`src/rtl/ir_pkg.sv`:
```
// Shared definitions for the IR key event controller: event-type codes,
// FSM state encoding and the FIFO entry layout.
package ir_pkg;

    typedef enum logic [1:0] {
        EVT_PRESS   = 2'b00,
        EVT_REPEAT  = 2'b01,
        EVT_RELEASE = 2'b10
    } ir_evt_type_t;

    typedef enum logic [1:0] {
        S_IDLE       = 2'd0,
        S_HELD       = 2'd1,
        S_PRESS_PEND = 2'd2
    } ir_state_t;

    // One FIFO entry: {type, cmd}, 10 bits
    typedef struct packed {
        logic [1:0] typ;
        logic [7:0] cmd;
    } ir_evt_t;

    localparam int unsigned EVT_W = 10;

    // Bits needed to hold values 0..term; never less than one bit
    function automatic int unsigned cnt_width(input int unsigned term);
        return (term < 2) ? 1 : $clog2(term + 1);
    endfunction

endpackage

```
`src/rtl/ir_evt_fifo.sv`:
```
// First-word fall-through event FIFO. Simultaneous push and pop are always
// accepted (even when full); a push into a full FIFO without a pop is
// dropped and reported by a one-cycle overflow pulse.
module ir_evt_fifo #(
    parameter int unsigned DEPTH = 4,
    parameter int unsigned WIDTH = 10
) (
    input  logic                     clk,
    input  logic                     rst_n,
    input  logic                     push,
    input  logic [WIDTH-1:0]         din,
    input  logic                     pop,
    output logic [WIDTH-1:0]         dout,
    output logic                     full,
    output logic                     empty,
    output logic [$clog2(DEPTH):0]   count,
    output logic                     overflow
);

    localparam int unsigned AW = $clog2(DEPTH);
    localparam int unsigned CW = AW + 1;

    logic [WIDTH-1:0] mem [DEPTH];
    logic [AW-1:0]    wr_ptr;
    logic [AW-1:0]    rd_ptr;
    logic             do_push;
    logic             do_pop;

    assign empty   = (count == '0);
    assign full    = (count == CW'(DEPTH));
    assign do_pop  = pop & ~empty;
    // A pop in the same cycle frees the slot, so a full FIFO still accepts
    assign do_push = push & (~full | do_pop);

    // Head entry, forced to zero when nothing is queued
    assign dout = empty ? '0 : mem[rd_ptr];

    // Pointer, occupancy and overflow-pulse registers
    always_ff @(posedge clk) begin
        if (!rst_n) begin
            wr_ptr   <= '0;
            rd_ptr   <= '0;
            count    <= '0;
            overflow <= 1'b0;
        end else begin
            overflow <= push & ~do_push;
            if (do_push) wr_ptr <= wr_ptr + AW'(1);
            if (do_pop)  rd_ptr <= rd_ptr + AW'(1);
            case ({do_push, do_pop})
                2'b10:   count <= count + CW'(1);
                2'b01:   count <= count - CW'(1);
                default: count <= count;
            endcase
        end
    end

    // Storage array; contents are don't-care until written
    always_ff @(posedge clk) begin
        if (do_push) mem[wr_ptr] <= din;
    end

endmodule

```
`src/rtl/ir_key_evt_ctrl.sv`:
```
// Turns decoded NEC codes into PRESS / REPEAT / RELEASE key events.
// A key is considered held until a different code arrives or no matching
// code is seen for HOLD_TIMEOUT_MS; events are queued in ir_evt_fifo.
module ir_key_evt_ctrl
    import ir_pkg::*;
#(
    parameter int unsigned CLK_FREQ        = 50_000_000,
    parameter logic [7:0]  DEV_ADDR        = 8'h00,
    parameter bit          ADDR_FILTER_EN  = 1'b1,
    parameter int unsigned HOLD_TIMEOUT_MS = 120,
    parameter int unsigned FIFO_DEPTH      = 4
) (
    input  logic        clk,
    input  logic        rst_n,
    input  logic [15:0] ir_code,
    input  logic        ir_code_valid,
    output logic        evt_valid,
    input  logic        evt_ready,
    output logic [7:0]  evt_cmd,
    output logic [1:0]  evt_type,
    output logic        overflow
);

    localparam int unsigned TERM = HOLD_TIMEOUT_MS * (CLK_FREQ / 1000) - 1;
    localparam int unsigned TW   = cnt_width(TERM);
    localparam int unsigned CW   = $clog2(FIFO_DEPTH) + 1;

    ir_state_t     state;
    ir_state_t     state_nxt;
    logic [7:0]    held_cmd;
    logic [7:0]    held_nxt;
    logic [TW-1:0] timer;
    logic [TW-1:0] timer_nxt;
    logic          accepted;
    logic [7:0]    strobe_cmd;
    logic          push;
    ir_evt_t       push_evt;
    ir_evt_t       head_evt;
    logic          fifo_full;
    logic          fifo_empty;
    logic [CW-1:0] fifo_count;

    assign strobe_cmd = ir_code[7:0];
    assign accepted   = ir_code_valid &
                        (~ADDR_FILTER_EN | (ir_code[15:8] == DEV_ADDR));

    // FSM, held command and hold timer registers
    always_ff @(posedge clk) begin
        if (!rst_n) begin
            state    <= S_IDLE;
            held_cmd <= '0;
            timer    <= '0;
        end else begin
            state    <= state_nxt;
            held_cmd <= held_nxt;
            timer    <= timer_nxt;
        end
    end

    // Next-state, timer and event-push decode; a strobe beats timer expiry
    always_comb begin
        state_nxt    = state;
        held_nxt     = held_cmd;
        timer_nxt    = timer;
        push         = 1'b0;
        push_evt.typ = EVT_PRESS;
        push_evt.cmd = held_cmd;
        case (state)
            S_IDLE: begin
                if (accepted) begin
                    push         = 1'b1;
                    push_evt.typ = EVT_PRESS;
                    push_evt.cmd = strobe_cmd;
                    held_nxt     = strobe_cmd;
                    timer_nxt    = '0;
                    state_nxt    = S_HELD;
                end
            end
            S_HELD: begin
                if (accepted) begin
                    push      = 1'b1;
                    timer_nxt = '0;
                    if (strobe_cmd == held_cmd) begin
                        push_evt.typ = EVT_REPEAT;
                        push_evt.cmd = strobe_cmd;
                    end else begin
                        push_evt.typ = EVT_RELEASE;
                        push_evt.cmd = held_cmd;
                        held_nxt     = strobe_cmd;
                        state_nxt    = S_PRESS_PEND;
                    end
                end else if (timer == TW'(TERM)) begin
                    push         = 1'b1;
                    push_evt.typ = EVT_RELEASE;
                    push_evt.cmd = held_cmd;
                    timer_nxt    = '0;
                    state_nxt    = S_IDLE;
                end else begin
                    timer_nxt = timer + TW'(1);
                end
            end
            S_PRESS_PEND: begin
                push         = 1'b1;
                push_evt.typ = EVT_PRESS;
                push_evt.cmd = held_cmd;
                timer_nxt    = '0;
                state_nxt    = S_HELD;
            end
            default: begin
                state_nxt = S_IDLE;
            end
        endcase
    end

    ir_evt_fifo #(
        .DEPTH (FIFO_DEPTH),
        .WIDTH (EVT_W)
    ) u_fifo (
        .clk      (clk),
        .rst_n    (rst_n),
        .push     (push),
        .din      (push_evt),
        .pop      (evt_ready),
        .dout     (head_evt),
        .full     (fifo_full),
        .empty    (fifo_empty),
        .count    (fifo_count),
        .overflow (overflow)
    );

    assign evt_valid = ~fifo_empty;
    assign evt_cmd   = head_evt.cmd;
    assign evt_type  = head_evt.typ;

    // FIFO full flag must agree with its occupancy counter
    a_full_count: assert property (@(posedge clk) disable iff (!rst_n)
        fifo_full == (fifo_count == CW'(FIFO_DEPTH)));

endmodule

```
`config.mk`:
```
export PLATFORM = sky130hd
export DESIGN_NAME = ir_key_evt_ctrl
export DESIGN_NICKNAME = d
export VERILOG_FILES = /design/src/rtl/ir_pkg.sv /design/src/rtl/ir_evt_fifo.sv /design/src/rtl/ir_key_evt_ctrl.sv
export SDC_FILE = /design/constraint.sdc
export NUM_CORES = 1
export LEC_CHECK = 0
export BUFFER_PORTS_ARGS = -buffer_cell sky130_fd_sc_hd__buf_4
export CAP_MARGIN = 20
export CORE_MARGIN = 4
export CORE_UTILIZATION = 48
export CTS_CLUSTER_DIAMETER = 50
export DETAILED_ROUTE_END_ITERATION = 10
export GPL_ROUTABILITY_DRIVEN = 0
export PLACE_DENSITY = 0.69
export SLEW_MARGIN = 10
export SYNTH_ARGS = -nofsm -noshare
export SYNTH_HDL_FRONTEND = slang
export SYNTH_SLANG_ARGS = --single-unit
```
`constraint.sdc`:
```
create_clock -name clk -period 2.94 [get_ports clk]
set_input_delay 0.147 -clock clk [delete_from_list [all_inputs] [get_ports clk]]
set_output_delay 0.147 -clock clk [all_outputs]
set_load 0.05 [all_outputs]
```
==> results.sh, run 1 <==
export IMPL_clock_root_buffer="clkbuf_8"
export IMPL_clk_path_buf_depth=2
export IMPL_grt_overflow=0
export IMPL_drt_vias_per_instance=5.51
export IMPL_min_period_ns=2.73
export IMPL_p_int_w=0.00156
export IMPL_setup_violations=0
export IMPL_clock_sinks=83
export IMPL_power_frac_comb_pct=2.7
export IMPL_postCtsSetupRepairBufs=0
export IMPL_htree_levels=3
export IMPL_fin_setup_tns_ns=0
export IMPL_track_usage_pct=16.4
export IMPL_cp_arrival_ns=3.02
export IMPL_power_switching_w=0.000493
export IMPL_die_h_um=98.7
export IMPL_clkSlewWorstSetupHoldPaths_ns=0.10
export IMPL_peakVddDrop_mv=0.238
export IMPL_clkPwrFrac_pct=38.7
export IMPL_rows=32
export IMPL_cp_end_kind="flop"
export IMPL_crit_type="reg2reg"
export IMPL_antenna_cells=0
export IMPL_place_area_mm2=0.00426
export IMPL_fmax_mhz=366
export IMPL_drtPass1Iterations=6
export IMPL_ys_types=51
export IMPL_utilization_pct=57.0
export IMPL_crit_path_start="timer[7]"
export IMPL_final_nets=402
export IMPL_synth_top_flop_cell="dfxtp_1"
export IMPL_dp_hpwl_mm=5.03
export IMPL_rsz0062_at_grt="false"
export IMPL_worst_slew_pin_slew_ns=0.701
export IMPL_syn_inst=342
export IMPL_drc=0
export IMPL_grt_pass1_vias=2595
export IMPL_hold_slack_ns=0.0205
export IMPL_drv_slew=0
export IMPL_wl_per_cell_um=15.1
export IMPL_fp_coreArea_mm2=0.00785
export IMPL_seq_area_frac_synth_pct=52.2
export IMPL_required_ns=3.23
export IMPL_reg2reg_from="timer[7]"
export IMPL_holdCritPathClass="in2reg"
export IMPL_grt_max_degree=41
export IMPL_clk_latency_ns=0.37
export IMPL_yosys_warnings=0
export IMPL_avgSynthCellArea_um2=11.6
export IMPL_status="completed"
export IMPL_max_slew_margin_rel_pct=53.3
export IMPL_drive_gt1_share_pct=23.4
export IMPL_synth_seq_cells=83
export IMPL_hp_start="ir_code[0]"
export IMPL_drtIter0Drc=120
export IMPL_seqPwrFrac_pct=58.6
export IMPL_cts_tree="yes"
export IMPL_netlist_area_mm2=0.00395
export IMPL_swShare_pct=24.1
export IMPL_synth_async_sr_flop_share_pct=0
export IMPL_fin_area_mm2=0.00447
export IMPL_die_x_um=98.7
export IMPL_postCtsHoldBufs=0
export IMPL_antenna_left=0
export IMPL_synth_edf_count=40
export IMPL_routed_wl_mm=7.28
export IMPL_power_density_mw_per_mm2=458
export IMPL_skew_ns=0.0146
export IMPL_portBuffers=31
export IMPL_syn_nets=369
export IMPL_syn2layout_area_growth_pct=13.2
export IMPL_die_area_mm2=0.00975
export IMPL_grt_pass1_wl_mm=12.6
export IMPL_worst_setup_path_start_kind="flop"
export IMPL_boundaryPins=32
export IMPL_max_cap_violations=0
export IMPL_crit_fanout=5
export IMPL_antenna_found_initial=0
export IMPL_cts_buffers=9
export IMPL_route_vias_total=2655
export IMPL_leakage_nw=1.47
export IMPL_finalHoldViolations=0
export IMPL_start_util_pct=50.4
export IMPL_fin_crit_sh_pct=92.9
export IMPL_total_power_w=0.00205
## cell usage in the layout (no fill, tap or decap), drive strengths merged, types with 4 or more instances in the layout
master	n
nor4	11
and2	18
o21ai	4
nor2	30
ha	6
nor3	13
nand3	9
and3	5
nor2b	4
clkbuf	9
mux4	10
mux2	8
a31o	8
dfxtp	43
edfxtp	40
or3	5
nand4	6
xor2	9
xnor2	21
nand2	34
inv	15
and4	4
buf	37
## power by group through the flow
| stage | clock (W) | sequential, W | combinational [W] |
|---|---|---|---|
| 2_1_floorplan | 0 | 0.00123 | 0.0000256 |
| 3_3_place_gp | 0 | 0.00123 | 0.0000553 |
| 3_5_place_dp | 0 | 0.00123 | 0.0000559 |
| 4_1_cts | 0.000816 | 0.00120 | 0.0000560 |
| 5_1_grt | 0.000883 | 0.00120 | 0.0000611 |
| 6_report | 0.000793 | 0.00120 | 0.0000556 |
## layout make-up
cell class	count	area (µm²)
fillers	683	3370
clock buffers	9	124
well taps	102	128
clock inverters	7	66.3
repair buffers	37	278
inverters	10	37.5
flip-flops and latches	83	2060
multi-input cells	234	1780
## sequential cells by signal (all words and copies together), names as in the netlist, named ones only
name,count
u_fifo.count,3
u_fifo.rd_ptr,2
u_fifo.wr_ptr,2
u_fifo.overflow,1
timer,23
state,2
u_fifo.mem,40
held_cmd,8
## critical path, stage by stage (launching register included)
cell	delay [ns]
dfxtp_1	0.36
or4b_2	0.74
nor4_4	0.17
a211oi_2	0.13
nor3_2	0.22
inv_1	0.06
ha_1	0.20
inv_1	0.07
fa_1	0.17
xor2_1	0.07
or3_1	0.30
a21boi_0	0.16
## path summary, 6_finish.rpt
kind / end / slack, ns / cells after the start
max: u_fifo.count[2] / 0.21 / 11
min: held_cmd[0] / 0.02 / 2
max reg2reg: u_fifo.count[2] / 0.21 / 11
min reg2reg: u_fifo.wr_ptr[0] / 0.50 / 2
## metal layers
layer	global-route usage [%]	part of all wire [%]	vias to the layer above
met3	4.18	3.7	10
met2	26.1	48	48
met5	0	0	-
met1	21.1	46	1288
li1	-	-	1309
met4	7.25	1.9	0
## per-stage QoR
| stage | instances | setup slack (ns) |
|---|---|---|
| after global placement | 466 | 0.268 |
| after global routing | 482 | 0.0212 |
| after floorplan | 342 | 0.186 |
| after detailed placement | 466 | 0.196 |
| after CTS | 482 | 0.157 |
| final | 482 | 0.210 |
## logic make-up after synthesis
group	synth area share, %
compound gates	5.73
buf+inv	3.29
flops	52.2
fa+ha+maj	2.41
simple gates	20.2
xor+xnor	6.65
mux	9.50
## cell usage after synthesis, types with 2 or more instances
master	n	share of area, %
nor4_2	3	0.95
xor2_1	9	2.0
or3_1	5	0.79
buf_6	4	1.1
mux4_2	10	5.7
nor4_1	8	1.3
mux2_4	8	3.0
buf_1	2	0.19
ha_1	6	1.9
and3_1	5	0.79
clkbuf_1	6	0.57
nand2_1	34	3.2
a211oi_1	3	0.57
nand2b_1	2	0.32
and2_1	18	2.8
or4_1	2	0.38
nor2b_1	4	0.63
o21ai_0	3	0.38
nand4_1	6	0.95
xnor2_1	21	4.7
nand3_1	9	1.1
a31o_2	6	1.3
a31o_1	2	0.44
nand4b_1	2	0.44
edfxtp_1	40	30
a21oi_1	2	0.25
o211ai_1	2	0.38
dfxtp_1	43	22
nor3_1	12	1.5
inv_1	10	0.95
and4_1	4	0.89
nor2_1	30	2.8
mux2i_1	3	0.76
## repair_timing
item | CTS | global route
endpoints found under the setup margin | 0 | 2
endpoints found under the hold margin | 0 | 0
resized for setup | 0 | 3
Note: power is estimated with default switching activity, not from simulation.
==> inputs of run 2 (changes only) <==
--- a/config.mk
+++ b/config.mk
@@ -8,11 +8,10 @@
 export BUFFER_PORTS_ARGS = -buffer_cell sky130_fd_sc_hd__buf_4
 export CAP_MARGIN = 20
 export CORE_MARGIN = 4
-export CORE_UTILIZATION = 48
+export CORE_UTILIZATION = 35
 export CTS_CLUSTER_DIAMETER = 50
 export DETAILED_ROUTE_END_ITERATION = 10
 export GPL_ROUTABILITY_DRIVEN = 0
-export PLACE_DENSITY = 0.69
 export SLEW_MARGIN = 10
 export SYNTH_ARGS = -nofsm -noshare
 export SYNTH_HDL_FRONTEND = slang
==> run 2 against run 1 <==
Sequential share of layout area down 1.8 points. Critical path depth unchanged. Wire length up 2.2%.
==> results.sh, run 2 (synthesized netlist as in run 1, its figures left out) <==
export IMPL_crit_type="reg2reg"
export IMPL_rows=38
export IMPL_antenna_cells=0
export IMPL_cp_common_cell="inv_1"
export IMPL_clock_sinks=83
export IMPL_route_vias_total=2650
export IMPL_cp_slowest_stage_delay_ns=0.71
export IMPL_clkSlewWorstSetupHoldPaths_ns=0.07
export IMPL_required_ns=3.21
export IMPL_drc=0
export IMPL_skew_ns=0.00926
export IMPL_top_regs="u_fifo.mem (40), timer (23), held_cmd (8)"
export IMPL_fin_setup_tns_ns=0
export IMPL_setup_violations=0
export IMPL_fp_coreArea_mm2=0.0109
export IMPL_max_cap_violations=0
export IMPL_die_area_mm2=0.0131
export IMPL_postCtsHoldBufs=0
export IMPL_track_usage_pct=12.2
export IMPL_drtPass1Iterations=4
export IMPL_drv_slew=0
export IMPL_setup_ws_ns=0.139
export IMPL_antenna_found_initial=0
export IMPL_grt_pass1_wl_mm=12.5
export IMPL_peakVddDrop_mv=0.267
export IMPL_min_period_ns=2.80
export IMPL_fmax_mhz=357
export IMPL_start_util_pct=36.1
export IMPL_utilization_pct=42.6
export IMPL_wl_per_cell_um=14.1
export IMPL_grt_pass1_vias=2605
export IMPL_place_ws_ns=0.153
export IMPL_dp_hpwl_mm=5.25
export IMPL_fin_crit_sh_pct=95.3
export IMPL_max_slew_margin_rel_pct=55.3
export IMPL_worst_path_buf_inv=2
export IMPL_slowest_stage="or4b_2"
export IMPL_finalHoldViolations=0
export IMPL_portBuffers=31
export IMPL_die_h_um=114
export IMPL_drtIter0Drc=151
export IMPL_largest_register_ffs=40
export IMPL_path_cells="or4b_2 -> nor4_2 -> a211oi_2 -> nor3_2 -> inv_1 -> ha_1 -> inv_1 -> fa_1 -> xor2_1 -> or3_1 -> a21boi_0"
export IMPL_clk_latency_ns=0.34
export IMPL_crit_family="simple AND/OR/NAND/NOR gates"
export IMPL_cts_buffers=9
export IMPL_mostFrequentLayoutCells="43 x dfxtp_1, 43 x buf_4, 40 x edfxtp_1"
export IMPL_drt_vias_per_instance=5.04
export IMPL_leakage_nw=1.53
export IMPL_htree_levels=3
export IMPL_antenna_left=0
export IMPL_grt_max_degree=41
export IMPL_boundaryPins=32
export IMPL_holdCritPathClass="in2reg"
export IMPL_drive_gt1_share_pct=24.6
export IMPL_cp_arrival_ns=3.07
export IMPL_worst_setup_path_start_kind="flop"
export IMPL_syn2layout_area_growth_pct=17.9
export IMPL_routed_wl_mm=7.44
export IMPL_cp_end_kind="flop"
export IMPL_power_density_mw_per_mm2=505
export IMPL_die_x_um=114
export IMPL_cts_tree="yes"
export IMPL_clk_path_buf_depth=2
export IMPL_final_nets=408
export IMPL_clock_root_buffer="clkbuf_16"
export IMPL_grt_overflow=0
export IMPL_worst_slew_pin_slew_ns=0.669
export IMPL_status="completed"
export IMPL_top_register="u_fifo.mem"
export IMPL_crit_fanout=5
-- run 2: cell count changes in the layout (fill, tap and decap cells not counted), sizes merged --
cell  before  now
buf       37   43
-- run 2: worst register-to-register path: stages (launching register included) --
cell and delay (ns):
dfxtp_1 0.36, or4b_2 0.71, nor4_2 0.21, a211oi_2 0.15, nor3_2 0.24, inv_1 0.06
ha_1 0.20, inv_1 0.08, fa_1 0.18, xor2_1 0.08, or3_1 0.30, a21boi_0 0.15
-- run 2: final cells by class --
type,count,area (µm²)
clock inverter,7,66.3
sequential,83,2060
inverter,10,37.5
fill,1079,6280
clock buffer,9,225
timing repair buffer,43,323
multi-input combinational,234,1770
tap,140,175
-- run 2: what timing repair did --
action,4_1_cts,5_1_grt
endpoints found under the setup margin,0,1
resized for setup,0,2
setup buffers,0,0
-- run 2: power by group --
group / switching (W) / total (W) / internal, W / leakage, nW
sequential: 0.000000631 / 0.00120 / 0.00120 / 0.634
combinational: 0.0000300 / 0.0000569 / 0.0000269 / 0.757
clock: 0.000499 / 0.00109 / 0.000596 / 0.138
total: 0.000530 / 0.00235 / 0.00182 / 1.53
-- run 2: final timing paths --
path / startpoint / end / slack [ns] / cells past startpoint
worst min-delay path: ir_code[3] / held_cmd[3] / 0.06 / 2
worst max register to register: timer[7] / u_fifo.count[2] / 0.14 / 11
worst min register to register: u_fifo.wr_ptr[0] / u_fifo.wr_ptr[0] / 0.50 / 2
worst max-delay path: timer[7] / u_fifo.count[2] / 0.14 / 11
-- run 2: per-stage QoR --
stage          total power [W]  cells  hold WS, ns  instance area (µm²)
2_1_floorplan          0.00125    342        0.281                 3950
3_3_place_gp           0.00128    510        0.402                 4360
3_5_place_dp           0.00128    510        0.405                 4360
4_1_cts                0.00239    526       0.0461                 4650
5_1_grt                0.00244    526       0.0621                 4660
6_report               0.00235    526       0.0595                 4660
-- run 2: metal layers --
| metal | vias up | track usage (%) | routed length, µm |
|---|---|---|---|
| met2 | 46 | 21.2 | 3830 |
| met3 | 8 | 3.59 | 319 |
| met5 | - | 0 | 0 |
| li1 | 1318 | - | - |
| met1 | 1278 | 14.7 | 3200 |
| met4 | 0 | 3.56 | 80 |
